### src/rtl/alu_seq.sv
// Handshaked WIDTH-bit ALU (add/sub/and/or/xor/slt/sltu and serial sll/srl/sra).
// Latency: 1 cycle for non-shift, illegal or zero-amount shift; n+1 cycles for a shift by n.
// Backpressure: in_ready only in IDLE; result held in DONE until out_ready is seen at an edge.
//
// Ports:
//   clk, rst           clock; asynchronous active-high reset
//   in_valid/in_ready  operand handshake (op, a, b latched on accept)
//   out_valid/out_ready result handshake (result, zero, illegal)
module alu_seq #(
    parameter int WIDTH = 32,
    parameter int SHW   = $clog2(WIDTH)
) (
    input  logic             clk,
    input  logic             rst,
    input  logic             in_valid,
    output logic             in_ready,
    input  logic [3:0]       op,
    input  logic [WIDTH-1:0] a,
    input  logic [WIDTH-1:0] b,
    output logic             out_valid,
    input  logic             out_ready,
    output logic [WIDTH-1:0] result,
    output logic             zero,
    output logic             illegal
);

    typedef enum logic [1:0] {IDLE, SHIFT, DONE} state_t;

    state_t           state, state_nxt;
    logic [WIDTH-1:0] acc, acc_shifted, calc;
    logic [SHW-1:0]   cnt, shamt;
    logic [1:0]       sh_kind;
    logic             is_shift, is_illegal, accept, shift_last;

    assign shamt      = b[SHW-1:0];
    assign is_shift   = (op == 4'b0101) || (op == 4'b0110) || (op == 4'b0111);
    assign is_illegal = (op > 4'b1001);
    assign in_ready   = (state == IDLE);
    assign accept     = in_valid && in_ready;
    // The shift performed while cnt==1 is the final one.
    assign shift_last = (cnt == SHW'(1));

    // Single-cycle result; shifts only take this path when shamt is zero,
    // in which case the result is simply a.
    always_comb begin
        calc = '0;
        case (op)
            4'b0000: calc = a + b;
            4'b0001: calc = a - b;
            4'b0010: calc = a & b;
            4'b0011: calc = a | b;
            4'b0100: calc = a ^ b;
            4'b0101,
            4'b0110,
            4'b0111: calc = a;
            4'b1000: calc = {{(WIDTH-1){1'b0}}, ($signed(a) < $signed(b))};
            4'b1001: calc = {{(WIDTH-1){1'b0}}, (a < b)};
            default: calc = '0;
        endcase
    end

    // sh_kind holds op[1:0] of the accepted shift: 01 sll, 10 srl, 11 sra.
    always_comb begin
        acc_shifted = acc;
        case (sh_kind)
            2'b01:   acc_shifted = {acc[WIDTH-2:0], 1'b0};
            2'b10:   acc_shifted = {1'b0, acc[WIDTH-1:1]};
            default: acc_shifted = {acc[WIDTH-1], acc[WIDTH-1:1]};
        endcase
    end

    always_ff @(posedge clk or posedge rst) begin
        if (rst) begin
            state <= IDLE;
        end else begin
            state <= state_nxt;
        end
    end

    always_comb begin
        state_nxt = state;
        case (state)
            IDLE: begin
                if (in_valid) begin
                    state_nxt = (is_shift && (shamt != '0)) ? SHIFT : DONE;
                end
            end
            SHIFT: begin
                if (shift_last) begin
                    state_nxt = DONE;
                end
            end
            DONE: begin
                if (out_ready) begin
                    state_nxt = IDLE;
                end
            end
            default: state_nxt = IDLE;
        endcase
    end

    always_ff @(posedge clk or posedge rst) begin
        if (rst) begin
            acc       <= '0;
            cnt       <= '0;
            sh_kind   <= '0;
            result    <= '0;
            zero      <= 1'b0;
            illegal   <= 1'b0;
            out_valid <= 1'b0;
        end else begin
            case (state)
                IDLE: begin
                    if (accept) begin
                        if (is_shift && (shamt != '0)) begin
                            acc     <= a;
                            cnt     <= shamt;
                            sh_kind <= op[1:0];
                        end else begin
                            result    <= calc;
                            zero      <= (calc == '0);
                            illegal   <= is_illegal;
                            out_valid <= 1'b1;
                        end
                    end
                end
                SHIFT: begin
                    acc <= acc_shifted;
                    cnt <= cnt - SHW'(1);
                    if (shift_last) begin
                        result    <= acc_shifted;
                        zero      <= (acc_shifted == '0);
                        illegal   <= 1'b0;
                        out_valid <= 1'b1;
                    end
                end
                DONE: begin
                    if (out_ready) begin
                        out_valid <= 1'b0;
                    end
                end
                default: out_valid <= 1'b0;
            endcase
        end
    end

endmodule

### config.mk
export PLATFORM = sky130hd
export DESIGN_NAME = alu_seq
export DESIGN_NICKNAME = d
export VERILOG_FILES = /design/src/rtl/alu_seq.sv
export SDC_FILE = /design/constraint.sdc
export NUM_CORES = 1
export LEC_CHECK = 0
export BUFFER_PORTS_ARGS = -buffer_cell sky130_fd_sc_hd__buf_2
export CORE_MARGIN = 2
export CORE_UTILIZATION = 45
export DETAILED_ROUTE_END_ITERATION = 16
export PLACE_DENSITY_LB_ADDON = 0.3
export SYNTH_ARGS = -nofsm -noshare
export SYNTH_HDL_FRONTEND = slang
export SYNTH_SLANG_ARGS = --single-unit
### constraint.sdc
create_clock -name clk -period 3 [get_ports clk]
set_clock_uncertainty 0.1 [all_clocks]
set_input_delay 0 -clock clk [delete_from_list [all_inputs] [get_ports clk]]
set_output_delay 0 -clock clk [all_outputs]
set_load 0.005 [all_outputs]
==> flow_summary.toml <==
[route]
detail_route.vias_per_cell = 5.984
wirelength_um = 43830
drtAntennaViolNets = 0
route.detailed.drc = 0
wire_per_inst_um = 20.81
first_pass_iters = 5
dr.first_iter.drc_count = 1346
dr_total_vias = 12600

[grt]
globalRouteTotalUtil_pct = 37.72
antenna_found_initial = 0
first_global_vias = 12080
grt_overflow = 0
grt_pass1_wl_um = 66410
grt_max_degree = 78

[floorplan]
dieWidth_um = 151.4
dieArea_mm2 = 0.02293
die_h_um = 151.4
coreArea_mm2 = 0.02115
initial_core_util_pct = 46.24
pin_count = 108
fp-row-count = 53

[sta]
relSlewSlack_pct = 50.14
drv_slew = 0
postLayoutSetupSlackWorst_ps = -418.1
rsz0062_at_grt = "true"
fmax_ghz = 0.2926
holdWs_ps = -1.395
max_slew.worst_pin.slew_ps = 747.8
post-route-min-period_ps = 3418
setup_viol_count_final = 4
min_period_over_period_pct = 113.9
final_hold_viol_count = 1

[placed_design]
routabilityCongestion = 1.041
dpl_worst_slack_ps = -1011
numPortBuffers = 107
dp_hpwl_um = 34940

[synth]
ys_ff_latch = 76
synth_edf_count = 0
synth_ff_type = "dfrtp_1"
synthAdderAreaFrac_pct = 15.37
syn_inst = 1354
synth_compound_area_share_pct = 34.74
synth_simple_gate_area_share_pct = 21.55
muxShareOfSynthArea_pct = 0.9977
ys_async_sr_fraction_pct = 100.0
synth-xor-area-share_pct = 0.1791
synth.distinct_cells = 87
synth_top_family_by_area = "compound AO/OA/AOI/OAI gates"
ys_warn_count = 0
ys_seq_area_share_pct = 19.44
synth_nets = 1545
syn_area_per_cell_um2 = 7.224
synth_area_mm2 = 0.009782

[cells_and_area]
drive_gt1_share_pct = 38.34
final_core_util_pct = 70.34
finalNetCount = 2018
area_delta_synth_final_pct = 52.11
antennaDiodeCount = 0

[cts]
cts_buffers = 9
cts-root-buf = "clkbuf_16"
htreeDepth = 3
clk_latency_ps = 350
clkSlewWorstSetupHoldPaths_ps = 70
cts_max_path_buffers = 2
clkSinkCount = 76
cts_tree = "done"

[power]
p_comb_share_pct = 59.6
internal-power_mw = 4.290
power.switching_mw = 3.367
power.density_mw_per_mm2 = 514.6
p_leak_nw = 7.222
clockPowerShare_pct = 16.6
total_power_mw = 7.657
swShare_pct = 43.97
seqPwrFrac_pct = 23.8
vdd_drop_max_mv = 0.4390

[setup_path]
arrival_ps = 3600
crit_required_ps = 3180
r2r_start = "cnt[1]"
r2r_setup_slack_ps = -310
crit_path_end_kind = "register"
r2r-end = "zero"
r2r_cells = 13
path_max_fanout = 4
path_class = "primary input to register"
start_kind = "primary input"

[worst_hold_path]
hp-start = "a[0]"
min_path_cells = 4
hp-class = "primary input to register"
hold_end = "acc[0]"

[status]
violations = "hold timing, setup timing"
status = "finished with violations"

[job]
maxCapViolations = 0
[power groups by stage]
| stage | sequential (mW) | combinational (mW) | clock (mW) |
|---|---|---|---|
| 6_report | 1.82 | 4.56 | 1.27 |
| 5_1_grt | 1.88 | 4.97 | 1.33 |
| 4_1_cts | 1.81 | 4.34 | 1.28 |
| 3_5_place_dp | 1.81 | 4.20 | 0 |
| 3_3_place_gp | 1.79 | 4.14 | 0 |
| 2_1_floorplan | 1.78 | 2.27 | 0 |
[synthesized netlist by cell type (11+ instances only)]
cell / instances / share of area [%]
nor2_1: 121 / 4.6
a22oi_1: 38 / 2.9
a21o_1: 22 / 1.7
nand4_1: 17 / 1.1
nand2_1: 164 / 6.3
a211oi_1: 21 / 1.6
ha_1: 117 / 15
and3_1: 11 / 0.70
a221oi_1: 13 / 1.2
buf_2: 12 / 0.61
inv_1: 99 / 3.8
nor4_1: 11 / 0.70
dfrtp_1: 76 / 19
o31ai_1: 21 / 1.6
nor3_1: 27 / 1.4
clkbuf_1: 71 / 2.7
nand3_1: 24 / 1.2
o211ai_1: 14 / 1.1
a21oi_1: 92 / 4.7
nor2b_1: 11 / 0.70
o21ai_0: 141 / 7.2
[worst max-delay path: stages]
cell and delay [ps]:
buf_2 90, inv_1 50, ha_1 290, inv_1 90, a21oi_1 320, nand4_1 220
o32a_4 430, o21ai_4 140, buf_4 140, o221a_2 170, o21ai_1 60, or4_1 470
or4_1 510, or4_1 480, o21ai_1 130
[state kept, by name, indices dropped and copies added (netlist names)]
signal and cells:
acc 32, result 32, cnt 5, sh_kind 2, state 2, illegal 1, out_valid 1, zero 1
[cells in the final DEF (no fill, tap or decap), types with 22 or more instances in the layout]
master / instances
a21oi_1: 80
buf_2: 102
buf_4: 428
o21ai_0: 127
a22oi_1: 38
inv_1: 87
dfrtp_1: 76
nand2_1: 161
ha_1: 101
nor2_1: 118
nand3_1: 22
[worst max path at each step]
stage	start	cells after the start	end
after floorplan	b[12]	14	zero
final	b[16]	15	zero
after global placement	a[9]	15	zero
after CTS	cnt[1]	13	zero
after detailed placement	a[1]	15	zero
after global routing	b[16]	15	zero
[kinds of logic after synthesis]
kind of cell,Yosys count
compound gates,505
simple gates,449
buf+inv,194
fa+ha+maj,119
flops,76
mux,9
xor+xnor,2
[routing by layer]
metal  wire length [µm]  part of all wire [%]  GRT usage, %
met3               3643                   8.3         5.151
met2              20060                    46         62.24
met4               1427                   3.3         12.24
met5                  0                     0             0
met1              18700                    43         50.78
[metrics by stage]
stage	area [µm²]	setup TNS [ps]	hold WS [ps]	std cells
after floorplan	9893	-377.1	54.15	1354
after global placement	13620	-7635	-9.328	2058
after detailed placement	13620	-8214	4.036	2058
after CTS	14350	-676.5	2.588	2088
after global routing	14880	-1463	20.72	2106
final	14880	-874.4	-1.395	2106
[cell type report]
class	count	area [µm²]
multi-input combinational	1084	7884
fill	1816	6275
timing repair buffer	552	4011
sequential	76	1902
inverter	104	400.4
tap	275	344.1
clock buffer	9	225.2
clock inverter	6	112.6
[repair_timing]
item | in CTS | in global routing
endpoints found under the hold margin | 42 | 0
setup endpoints to repair | 13 | 14
gates cloned | 0 | 0
resized for setup | 57 | 92
pin swaps | 30 | 41
hold buffers | 6 | 0
buffers inserted | 9 | 19
Note: power is estimated with default switching activity, not from simulation.
